$ cat src/rtl/can_pkg.sv
`default_nettype none
// +----------------------------------------------------------------------+
// | Package     : can_pkg                                                |
// | Description : Shared constants and state encoding for the CAN bit    |
// |               stuffing engine.                                       |
// | Revision    : 1.0  initial release                                   |
// +----------------------------------------------------------------------+
package can_pkg;

   // Classic CAN inserts a stuff bit after five equal bits.
   localparam int STUFF_LEN_CLASSIC = 5;
   // CAN FD CRC field carries a fixed stuff bit after every four data bits.
   localparam int FIXED_LEN_FD      = 4;
   // Width of the dynamic stuff counter reported alongside the CRC.
   localparam int STUFF_CNT_W       = 3;

   typedef enum logic [1:0] {
      OFF = 2'd0,
      DYN = 2'd1,
      FIX = 2'd2
   } stuff_state_e;

endpackage
`default_nettype wire

$ cat src/rtl/can_stuff_cnt_enc.sv
`default_nettype none
// +----------------------------------------------------------------------+
// | Module      : can_stuff_cnt_enc                                      |
// | Description : Binary to gray conversion of the stuff count plus the  |
// |               even parity over the gray bits. Purely combinational.  |
// | Ports       : bin    - binary stuff count                            |
// |               gray   - gray-coded stuff count                        |
// |               parity - XOR of all gray bits                          |
// | Revision    : 1.0  initial release                                   |
// +----------------------------------------------------------------------+
module can_stuff_cnt_enc
   import can_pkg::*;
#(
   parameter int CNT_W = STUFF_CNT_W
) (
   input  logic [CNT_W-1:0] bin,
   output logic [CNT_W-1:0] gray,
   output logic             parity
);

   assign gray   = bin ^ (bin >> 1);
   assign parity = ^gray;

endmodule
`default_nettype wire

$ cat src/rtl/can_stuff_engine.sv
`default_nettype none
// +----------------------------------------------------------------------+
// | Module      : can_stuff_engine                                       |
// | Description : CAN bit stuffing (TX) / destuffing (RX) engine with    |
// |               dynamic (run-length) and fixed (CAN FD CRC) stuffing,  |
// |               stuff error detection and a gray-coded stuff counter.  |
// | Ports       : clk, rst_n (async, active-low), reset_mode (sync)      |
// |               mode_rx          0=TX stuff, 1=RX destuff              |
// |               stuff_en/fixed_en stuffing mode select                 |
// |               bit_start_point  TX strobe, sample_point RX strobe     |
// |               tx_bit_in/tx_bit_ready/tx_bit_out  TX bit path         |
// |               rx_bit_in/rx_bit_valid/rx_bit_out  RX bit path         |
// |               stuff_bit_flag, stuff_err  one-cycle status pulses     |
// |               cnt_clr, stuff_cnt_gray, stuff_parity  stuff counter   |
// | Revision    : 1.0  initial release                                   |
// +----------------------------------------------------------------------+
module can_stuff_engine
   import can_pkg::*;
#(
   parameter int STUFF_LEN = STUFF_LEN_CLASSIC,
   parameter int FIXED_LEN = FIXED_LEN_FD,
   parameter int CNT_W     = STUFF_CNT_W
) (
   input  logic             clk,
   input  logic             rst_n,
   input  logic             reset_mode,
   input  logic             mode_rx,
   input  logic             stuff_en,
   input  logic             fixed_en,
   input  logic             bit_start_point,
   input  logic             sample_point,
   input  logic             tx_bit_in,
   output logic             tx_bit_ready,
   output logic             tx_bit_out,
   input  logic             rx_bit_in,
   output logic             rx_bit_valid,
   output logic             rx_bit_out,
   output logic             stuff_bit_flag,
   output logic             stuff_err,
   input  logic             cnt_clr,
   output logic [CNT_W-1:0] stuff_cnt_gray,
   output logic             stuff_parity
);

   localparam int RUN_W = $clog2(STUFF_LEN + 1);
   localparam int FIX_W = $clog2(FIXED_LEN + 1);

   stuff_state_e     state_q, state_d, state_eff;
   logic             last_bit_q, last_bit_d;
   logic [RUN_W-1:0] run_q, run_d;
   logic [FIX_W-1:0] fix_cnt_q, fix_cnt_d;
   logic [CNT_W-1:0] cnt_q, cnt_d;
   logic             tx_bit_out_q, tx_bit_out_d;
   logic             rx_bit_valid_q, rx_bit_valid_d;
   logic             rx_bit_out_q, rx_bit_out_d;
   logic             stuff_flag_q, stuff_flag_d;
   logic             stuff_err_q, stuff_err_d;

   logic             strobe;
   logic             bus_bit;
   logic             is_stuff;
   logic             stuff_val;

   // Strobe decode and stuff-position decision for the current bit.
   always_comb begin
      strobe    = mode_rx ? sample_point : bit_start_point;
      bus_bit   = mode_rx ? rx_bit_in : tx_bit_in;
      stuff_val = ~last_bit_q;

      if (fixed_en) begin
         state_eff = FIX;
      end else if (stuff_en) begin
         state_eff = DYN;
      end else begin
         state_eff = OFF;
      end

      // The enables are sampled at the strobe itself, so the decision uses
      // the freshly decoded state; state_q only tells us whether FIX is new.
      is_stuff = 1'b0;
      case (state_eff)
         DYN:     is_stuff = (run_q == RUN_W'(STUFF_LEN));
         FIX:     is_stuff = (state_q != FIX) || (fix_cnt_q == FIX_W'(FIXED_LEN));
         default: is_stuff = 1'b0;
      endcase

      tx_bit_ready = strobe && !mode_rx && !reset_mode && !is_stuff;
   end

   // Next-state logic for the mode FSM and all bit-level state.
   always_comb begin
      state_d        = state_q;
      last_bit_d     = last_bit_q;
      run_d          = run_q;
      fix_cnt_d      = fix_cnt_q;
      cnt_d          = cnt_q;
      tx_bit_out_d   = tx_bit_out_q;
      rx_bit_valid_d = 1'b0;
      rx_bit_out_d   = rx_bit_out_q;
      stuff_flag_d   = 1'b0;
      stuff_err_d    = 1'b0;

      if (strobe) begin
         state_d = state_eff;
         if (is_stuff) begin
            last_bit_d   = stuff_val;
            run_d        = RUN_W'(1);
            fix_cnt_d    = '0;
            stuff_flag_d = 1'b1;
            if (mode_rx) begin
               // A received stuff bit must differ from the preceding bit.
               stuff_err_d = (rx_bit_in == last_bit_q);
            end else begin
               tx_bit_out_d = stuff_val;
            end
            if (state_eff == DYN) begin
               cnt_d = cnt_q + CNT_W'(1);
            end
         end else begin
            last_bit_d = bus_bit;
            if (mode_rx) begin
               rx_bit_valid_d = 1'b1;
               rx_bit_out_d   = bus_bit;
            end else begin
               tx_bit_out_d = bus_bit;
            end
            // OFF and FIX keep run parked at 1 so that entering DYN from
            // either starts a fresh run; leaving FIX drops its bit count.
            case (state_eff)
               DYN: begin
                  run_d     = (bus_bit == last_bit_q) ? run_q + RUN_W'(1) : RUN_W'(1);
                  fix_cnt_d = '0;
               end
               FIX: begin
                  run_d     = RUN_W'(1);
                  fix_cnt_d = fix_cnt_q + FIX_W'(1);
               end
               default: begin
                  run_d     = RUN_W'(1);
                  fix_cnt_d = '0;
               end
            endcase
         end
      end

      if (cnt_clr) begin
         cnt_d = '0;
      end

      if (reset_mode) begin
         state_d        = OFF;
         last_bit_d     = 1'b1;
         run_d          = RUN_W'(1);
         fix_cnt_d      = '0;
         cnt_d          = '0;
         tx_bit_out_d   = 1'b1;
         rx_bit_valid_d = 1'b0;
         rx_bit_out_d   = 1'b1;
         stuff_flag_d   = 1'b0;
         stuff_err_d    = 1'b0;
      end
   end

   always_ff @(posedge clk or negedge rst_n) begin
      if (!rst_n) begin
         state_q        <= OFF;
         last_bit_q     <= 1'b1;
         run_q          <= RUN_W'(1);
         fix_cnt_q      <= '0;
         cnt_q          <= '0;
         tx_bit_out_q   <= 1'b1;
         rx_bit_valid_q <= 1'b0;
         rx_bit_out_q   <= 1'b1;
         stuff_flag_q   <= 1'b0;
         stuff_err_q    <= 1'b0;
      end else begin
         state_q        <= state_d;
         last_bit_q     <= last_bit_d;
         run_q          <= run_d;
         fix_cnt_q      <= fix_cnt_d;
         cnt_q          <= cnt_d;
         tx_bit_out_q   <= tx_bit_out_d;
         rx_bit_valid_q <= rx_bit_valid_d;
         rx_bit_out_q   <= rx_bit_out_d;
         stuff_flag_q   <= stuff_flag_d;
         stuff_err_q    <= stuff_err_d;
      end
   end

   assign tx_bit_out     = tx_bit_out_q;
   assign rx_bit_valid   = rx_bit_valid_q;
   assign rx_bit_out     = rx_bit_out_q;
   assign stuff_bit_flag = stuff_flag_q;
   assign stuff_err      = stuff_err_q;

   can_stuff_cnt_enc #(
      .CNT_W (CNT_W)
   ) u_cnt_enc (
      .bin    (cnt_q),
      .gray   (stuff_cnt_gray),
      .parity (stuff_parity)
   );

endmodule
`default_nettype wire

$ cat config.mk
export PLATFORM = sky130hd
export DESIGN_NAME = can_stuff_engine
export DESIGN_NICKNAME = d
export VERILOG_FILES = /design/src/rtl/can_pkg.sv /design/src/rtl/can_stuff_cnt_enc.sv /design/src/rtl/can_stuff_engine.sv
export SDC_FILE = /design/constraint.sdc
export NUM_CORES = 1
export LEC_CHECK = 0
export CAP_MARGIN = 20
export CORE_UTILIZATION = 44
export CTS_BUF_LIST = sky130_fd_sc_hd__clkbuf_16
export CTS_CLUSTER_DIAMETER = 120
export CTS_CLUSTER_SIZE = 8
export DETAILED_ROUTE_END_ITERATION = 8
export HOLD_SLACK_MARGIN = 0.02
export MAX_ROUTING_LAYER = met4
export PLACE_DENSITY = 0.73
export SYNTH_ARGS = -nofsm -noshare
export SYNTH_HDL_FRONTEND = slang
export SYNTH_SLANG_ARGS = --single-unit
$ cat constraint.sdc
create_clock -name clk -period 1.69 [get_ports clk]
set_input_delay 0.2535 -clock clk [delete_from_list [all_inputs] [get_ports clk]]
set_output_delay 0.2535 -clock clk [all_outputs]
set_load 0.005 [all_outputs]
# After elaboration in Yosys (flattened, before gate mapping)
# Index checks and enable logic that the tools add are counted.
# totals
inputBits	11
reg_bits	17
word_cells	84
output_inout_bits	10
# op_classes
add_sub_neg	3
eq_ne	9
bitwise	2
n_reduce_logical	16
mux	44
# ops
cell	count
two-way mux 3 bit	14
two-way mux 1 bit	26
adder 3 x 1 -> 3 bit, second input constant	3
nonzero test 3 bit	3
equality test 3 bit, second input constant	2
two-way mux 2 bit	3
inequality test 2 bit, second input constant	3
AND reduction 3 bit	2
nonzero test 2 bit	2
logical AND 1 bit	3
zero test 1 bit	3
XOR reduction 3 bit	1
bitwise XOR 3 x 2 -> 3 bit	1
equality test 1 bit	2
equality test 2 x 1 -> 1 bit, second input constant	1
equality test 2 bit, second input constant	1
one-hot mux 1 bit (2 select lines)	1
AND reduction 2 bit	1
logical OR 1 bit	1
NOT 1 bit	1

# Logic depth before layout (Yosys ltp)
# logic_depth
word_depth	8
mapped_depth	6
ltp_nobuf	6

# Cells and area by module
# From an unflattened synthesis, not the netlist that was laid out.
# hier_totals
hier_cells	103
hier_area_um2	1017.2
# by_module_without_submodules
mod	n_inst	cells_per_inst	seq_area_each_um2	area_per_inst_um2
can_stuff_engine	1	99	430.4	988.4
can_stuff_cnt_enc	1	4	0.0	28.8

# Worst setup path after synthesis
# No wires, ideal clock.
# synth_timing
kind	register to register
start	reg fix_cnt_q[0]
end	reg tx_bit_out_q, in the netlist tx_bit_out
setup_slack_ps	62
path_stages_with_launch	7
n_path_buf	0
arrival_time_ps	1517
setup_time_ps	111
cell_sequence	dfrtp_1 > inv_1 > ha_1 > and2_1 > o21a_1 > or4_1 > o311ai_0
# synth_between
elab_chain_len	6
# synth_lines
element	line	rtl
start: declaration	can_stuff_engine.sv:51	logic [FIX_W-1:0] fix_cnt_q, fix_cnt_d;
start signal: assignment	can_stuff_engine.sv:180	fix_cnt_q <= fix_cnt_d;
equality test 3 bit	can_stuff_engine.sv:83	FIX: is_stuff = (state_q != FIX) || (fix_cnt_q == FIX_W'(FIXED_LEN));
logical OR 1 bit	can_stuff_engine.sv:83	
one-hot mux 1 bit (2 select lines)	can_stuff_engine.sv:81	case (state_eff)
two-way mux 1 bit	can_stuff_engine.sv:105	if (is_stuff) begin
two-way mux 1 bit	can_stuff_engine.sv:103	if (strobe) begin
two-way mux 1 bit	can_stuff_engine.sv:150	if (reset_mode) begin
end signal: assignment	can_stuff_engine.sv:182	tx_bit_out_q <= tx_bit_out_d;
end: declaration	can_stuff_engine.sv:53	logic tx_bit_out_q, tx_bit_out_d;
# Every way passes these cells. The select of a mux whose other input is x is not followed.
# A chain may end at the register's enable or synchronous reset.

# Final worst setup path
# layout_timing
start	reg fix_cnt_q[0]
end	out tx_bit_ready
# layout_between
elab_chain_len	5
# layout_lines
element	line	rtl
equality test 3 bit	can_stuff_engine.sv:83	
logical OR 1 bit	can_stuff_engine.sv:83	
one-hot mux 1 bit (2 select lines)	can_stuff_engine.sv:81	
zero test 1 bit	can_stuff_engine.sv:87	tx_bit_ready = strobe && !mode_rx && !reset_mode && !is_stuff;
logical AND 1 bit	can_stuff_engine.sv:87	
end: declaration	can_stuff_engine.sv:33	output logic tx_bit_ready,
# Every way passes these cells.

==> summary.md <==
| Metric | Value |
|---|---|
| Status | `completed` |
| Critical-path cell list | `inv_2 > ha_2 > and2_4 > o21ai_4 > nand2_2 > nor3_2 > buf_2` |
| Layout cells sized above 1 | `37.2%` |
| Num rows | `16` |
| Commonest non-fill, non-tap cell in the layout | `buf_4` |
| Antenna violations before repair | `0` |
| Most Crowded Layer GR | `met2` |
| Filler Cells Inserted | `131` |
| Max-cap violations | `0` |
| Synth Net Count | `113` |
| Worst endpoint required time | `1.44 ns` |
| Placed inst area | `1380 sq um` |
| H-tree depth | `1` |
| CP arrival | `1.44 ns` |
| Setup crit end kind | `primary output` |
| Initial DRT Pass Iterations | `4` |
| Crit path from | `fix_cnt_q[0]$_DFFE_PN0P_` |
| Multi-input combinational cell area | `594 sq um` |
| Most frequent cells in the layout | `27 x buf_4, 14 x clkdlybuf4s50_1, 13 x dfrtp_1` |
| FMAX | `592 MHz` |
| Compound-cell area share of the yosys netlist | `9.97%` |
| First-pass GRT wire length | `4.28 mm` |
| Detailed-route wire length per cell | `14.7 um` |
| Met1 usage | `27.4%` |
| Cell internal pwr | `837 uW` |
| RSZ-0062 raised after global routing | `true` |
| Sinks on the clock net | `17` |
| Mux share of post-synthesis cell area | `5.63%` |
| Sequential share of power | `39.8%` |
| Sw Ratio | `22.8%` |
| Clock network fraction of design power | `42.6%` |
| Mean area per synthesized cell | `10.1 sq um` |
| R2R depth | `9` |
| Die Span Y | `49.2 um` |
| Synth unique cells | `37` |
| Dpl hpwl | `1.72 mm` |
| Worst clock skew | `0.00319 ns` |
| Worst slew margin | `67.4%` |
| Slowest cell on the critical path | `dfrtp_1` |
| Leakage | `0.000678 uW` |
| Yosys warns | `0` |
| Synthesized instance count | `97` |
| Comb power frac | `17.7%` |
| Drt first-iter violations | `22` |
| CP Capture Point | `tx_bit_ready` |
| Die Area | `2420 sq um` |
| Final setup violation count | `0` |
| Worst-path fanout max | `2` |
| Drc violations | `0` |
| Setup Total Neg Slack | `0 ns` |
| Max Root-Sink Buffers | `2` |
| Reg2reg start | `fix_cnt_q[0]$_DFFE_PN0P_` |
| Core Box Area | `2020 sq um` |
| Main combinational cell family by area after synthesis | `simple AND/OR/NAND/NOR gates` |
| IO Pins | `21` |
| Final Hold Vio Count | `0` |
| VDD IR max | `521 uV` |
| Post-synth ARST share | `100%` |
| Main synth FF type | `dfrtp_1` |
| Gr ovfl total | `0` |
| RePlAce Congestion | `0.869` |
| GR Util met3 | `4.05%` |
| Initial Util | `48.4%` |
| Critical Path Stages | `7` |
| Routed Antenna Nets | `0` |
| Delay of the slowest cell on the worst path | `0.38 ns` |
| Post-Route WL | `2.52 mm` |
| Fin crit period | `1.69 ns` |
| Worst slew pin tran | `0.486 ns` |
| CP top delay family | `flip-flops` |
| CTS Root Cell | `clkbuf_16` |
| PwrDens | `697 nW/um^2` |
| Cell taking the most area after synthesis | `dfrtp_1` |
| Worst-Skew Late Latency | `0.24 ns` |
| Vias in the first global route | `967` |
| Synth top area cells | `dfrtp_1 33%, dfstp_2 11%, ha_1 6.4%` |
| Synth Area in Simple Gates | `25.2%` |
| Pre-CTS worst setup slack | `-0.336 ns` |
| Post-synthesis adder-cell area fraction | `6.39%` |
| P_sw | `247 uW` |
| Buf+Inv Stages, Crit Path | `2` |
| Total number of vias | `924` |
| Clk slew on worst S/H paths | `0.05 ns` |
| Crit path launch type | `flip-flop` |
| # hold bufs at CTS | `0` |
| Antenna cell count | `0` |
| Largest net degree at the start of global routing | `18` |
| Sequential Area | `430 sq um` |
| DIE WIDTH | `49.2 um` |
| Area fraction of the dominant cell type after synthesis | `33.2%` |
| PnR worst setup slack | `0.000121 ns` |
| CTS tree | `done` |
| WS Path Type | `reg -> out` |
| Register area share after synthesis | `44.0%` |
| Xor/xnor share of the synthesized area | `5.37%` |
| Via/cell ratio | `5.37` |
| GR Util met2 | `41.8%` |
| Reg2Reg Setup Slack | `0.0001 ns` |
| Final Cell Area | `1560 sq um` |
| Nets | `162` |
| I/O Buffers | `20` |
| Tcrit/Tclk final | `100%` |
| Synthesized area | `978 sq um` |
| Worst hold path class | `in -> async` |
| CTS Buf Count | `3` |
| Seq cells post-synth | `17` |
| Max Slew Vio Count | `0` |
| Layout area overhead | `59.0%` |
| Number of flops mapped to enable cells by yosys | `0` |
| Reg2reg end | `stuff_bit_flag$_DFF_PN0_` |
| Total GRT Usage | `23.9%` |
## kinds of logic (layout without fill, tap and decap cells)
group,count (synthesis),count (layout)
mux,5,5
xor+xnor,6,6
compound gates,15,15
flops,17,17
simple gates,42,42
buf+inv,7,55
fa+ha+maj,5,5
## layout make-up
type / instances / area share [%]
Clock inverter: 1 / 0.241
Timing Repair Buffer: 48 / 26.1
Inverter: 3 / 0.724
Multi-Input combinational cell: 73 / 38.2
Clock buffer: 3 / 4.83
Sequential cell: 17 / 27.7
Tap cell: 27 / 2.17
## power by group through the flow
stage	logic [uW]	clock network [uW]	registers, uW
2_1_floorplan	69.2	0	437
3_3_place_gp	168	0	437
3_5_place_dp	171	0	438
4_1_cts	180	470	431
5_1_grt	206	495	433
6_report	192	462	431
## synthesized netlist by cell type (2+ instances only)
| library cell | instances |
|---|---|
| nor2_1 | 5 |
| mux2i_1 | 3 |
| xnor2_1 | 3 |
| nand4b_1 | 2 |
| a21oi_1 | 6 |
| nand3_1 | 3 |
| buf_4 | 2 |
| ha_1 | 5 |
| nand2b_1 | 3 |
| clkbuf_1 | 2 |
| xor2_1 | 3 |
| nand2_1 | 9 |
| nor3b_1 | 2 |
| dfstp_2 | 4 |
| dfrtp_1 | 13 |
| inv_1 | 3 |
| nor3_1 | 8 |
| o21ai_0 | 2 |
## flip-flops by register name (all words and copies together) (netlist names)
signal	count
state_q	2
rx_bit_valid	1
cnt_q	3
fix_cnt_q	3
stuff_err	1
stuff_bit_flag	1
rx_bit_out	1
last_bit_q	1
tx_bit_out	1
run_q	3
## worst min-delay path by stage
stage / start / endpoint / slack [ns] / depth (start not counted)
2_1_floorplan: rst_n / cnt_q[0]$_DFFE_PN0P_ / -0.04 / 0
3_3_place_gp: rx_bit_out$_DFFE_PN1P_ / rx_bit_out$_DFFE_PN1P_ / 0.50 / 2
3_5_place_dp: state_q[0]$_DFFE_PN0P_ / state_q[0]$_DFFE_PN0P_ / 0.52 / 2
4_1_cts: rst_n / stuff_err$_DFF_PN0_ / 0.35 / 2
5_1_grt: rst_n / stuff_err$_DFF_PN0_ / 0.36 / 2
6_report: rst_n / stuff_err$_DFF_PN0_ / 0.34 / 2
## metal layers
layer  share of wire (%)  wire [um]
met1                  43       1090
met2                  53       1320
met3                 3.1         78
met4                 1.2         29
met5                   0          0
## stage by stage
stage               std cells  total power (uW)  hold WS [ns]  util, %
floorplan                  97               507       -0.0421        -
detailed placement        165               609         0.518     68.1
CTS                       170              1080         0.352     74.3
global placement          165               604         0.501     68.1
finish                    172              1080         0.340     76.9
global route              172              1130         0.359     76.9
## what timing repair did
action                                  4_1_cts  5_1_grt
endpoints found under the setup margin        8       11
gates resized for setup                      18       11
pin swaps                                     2        5
setup buffers                                 1        2
No activity file was read; power rests on OpenSTA's default activity.
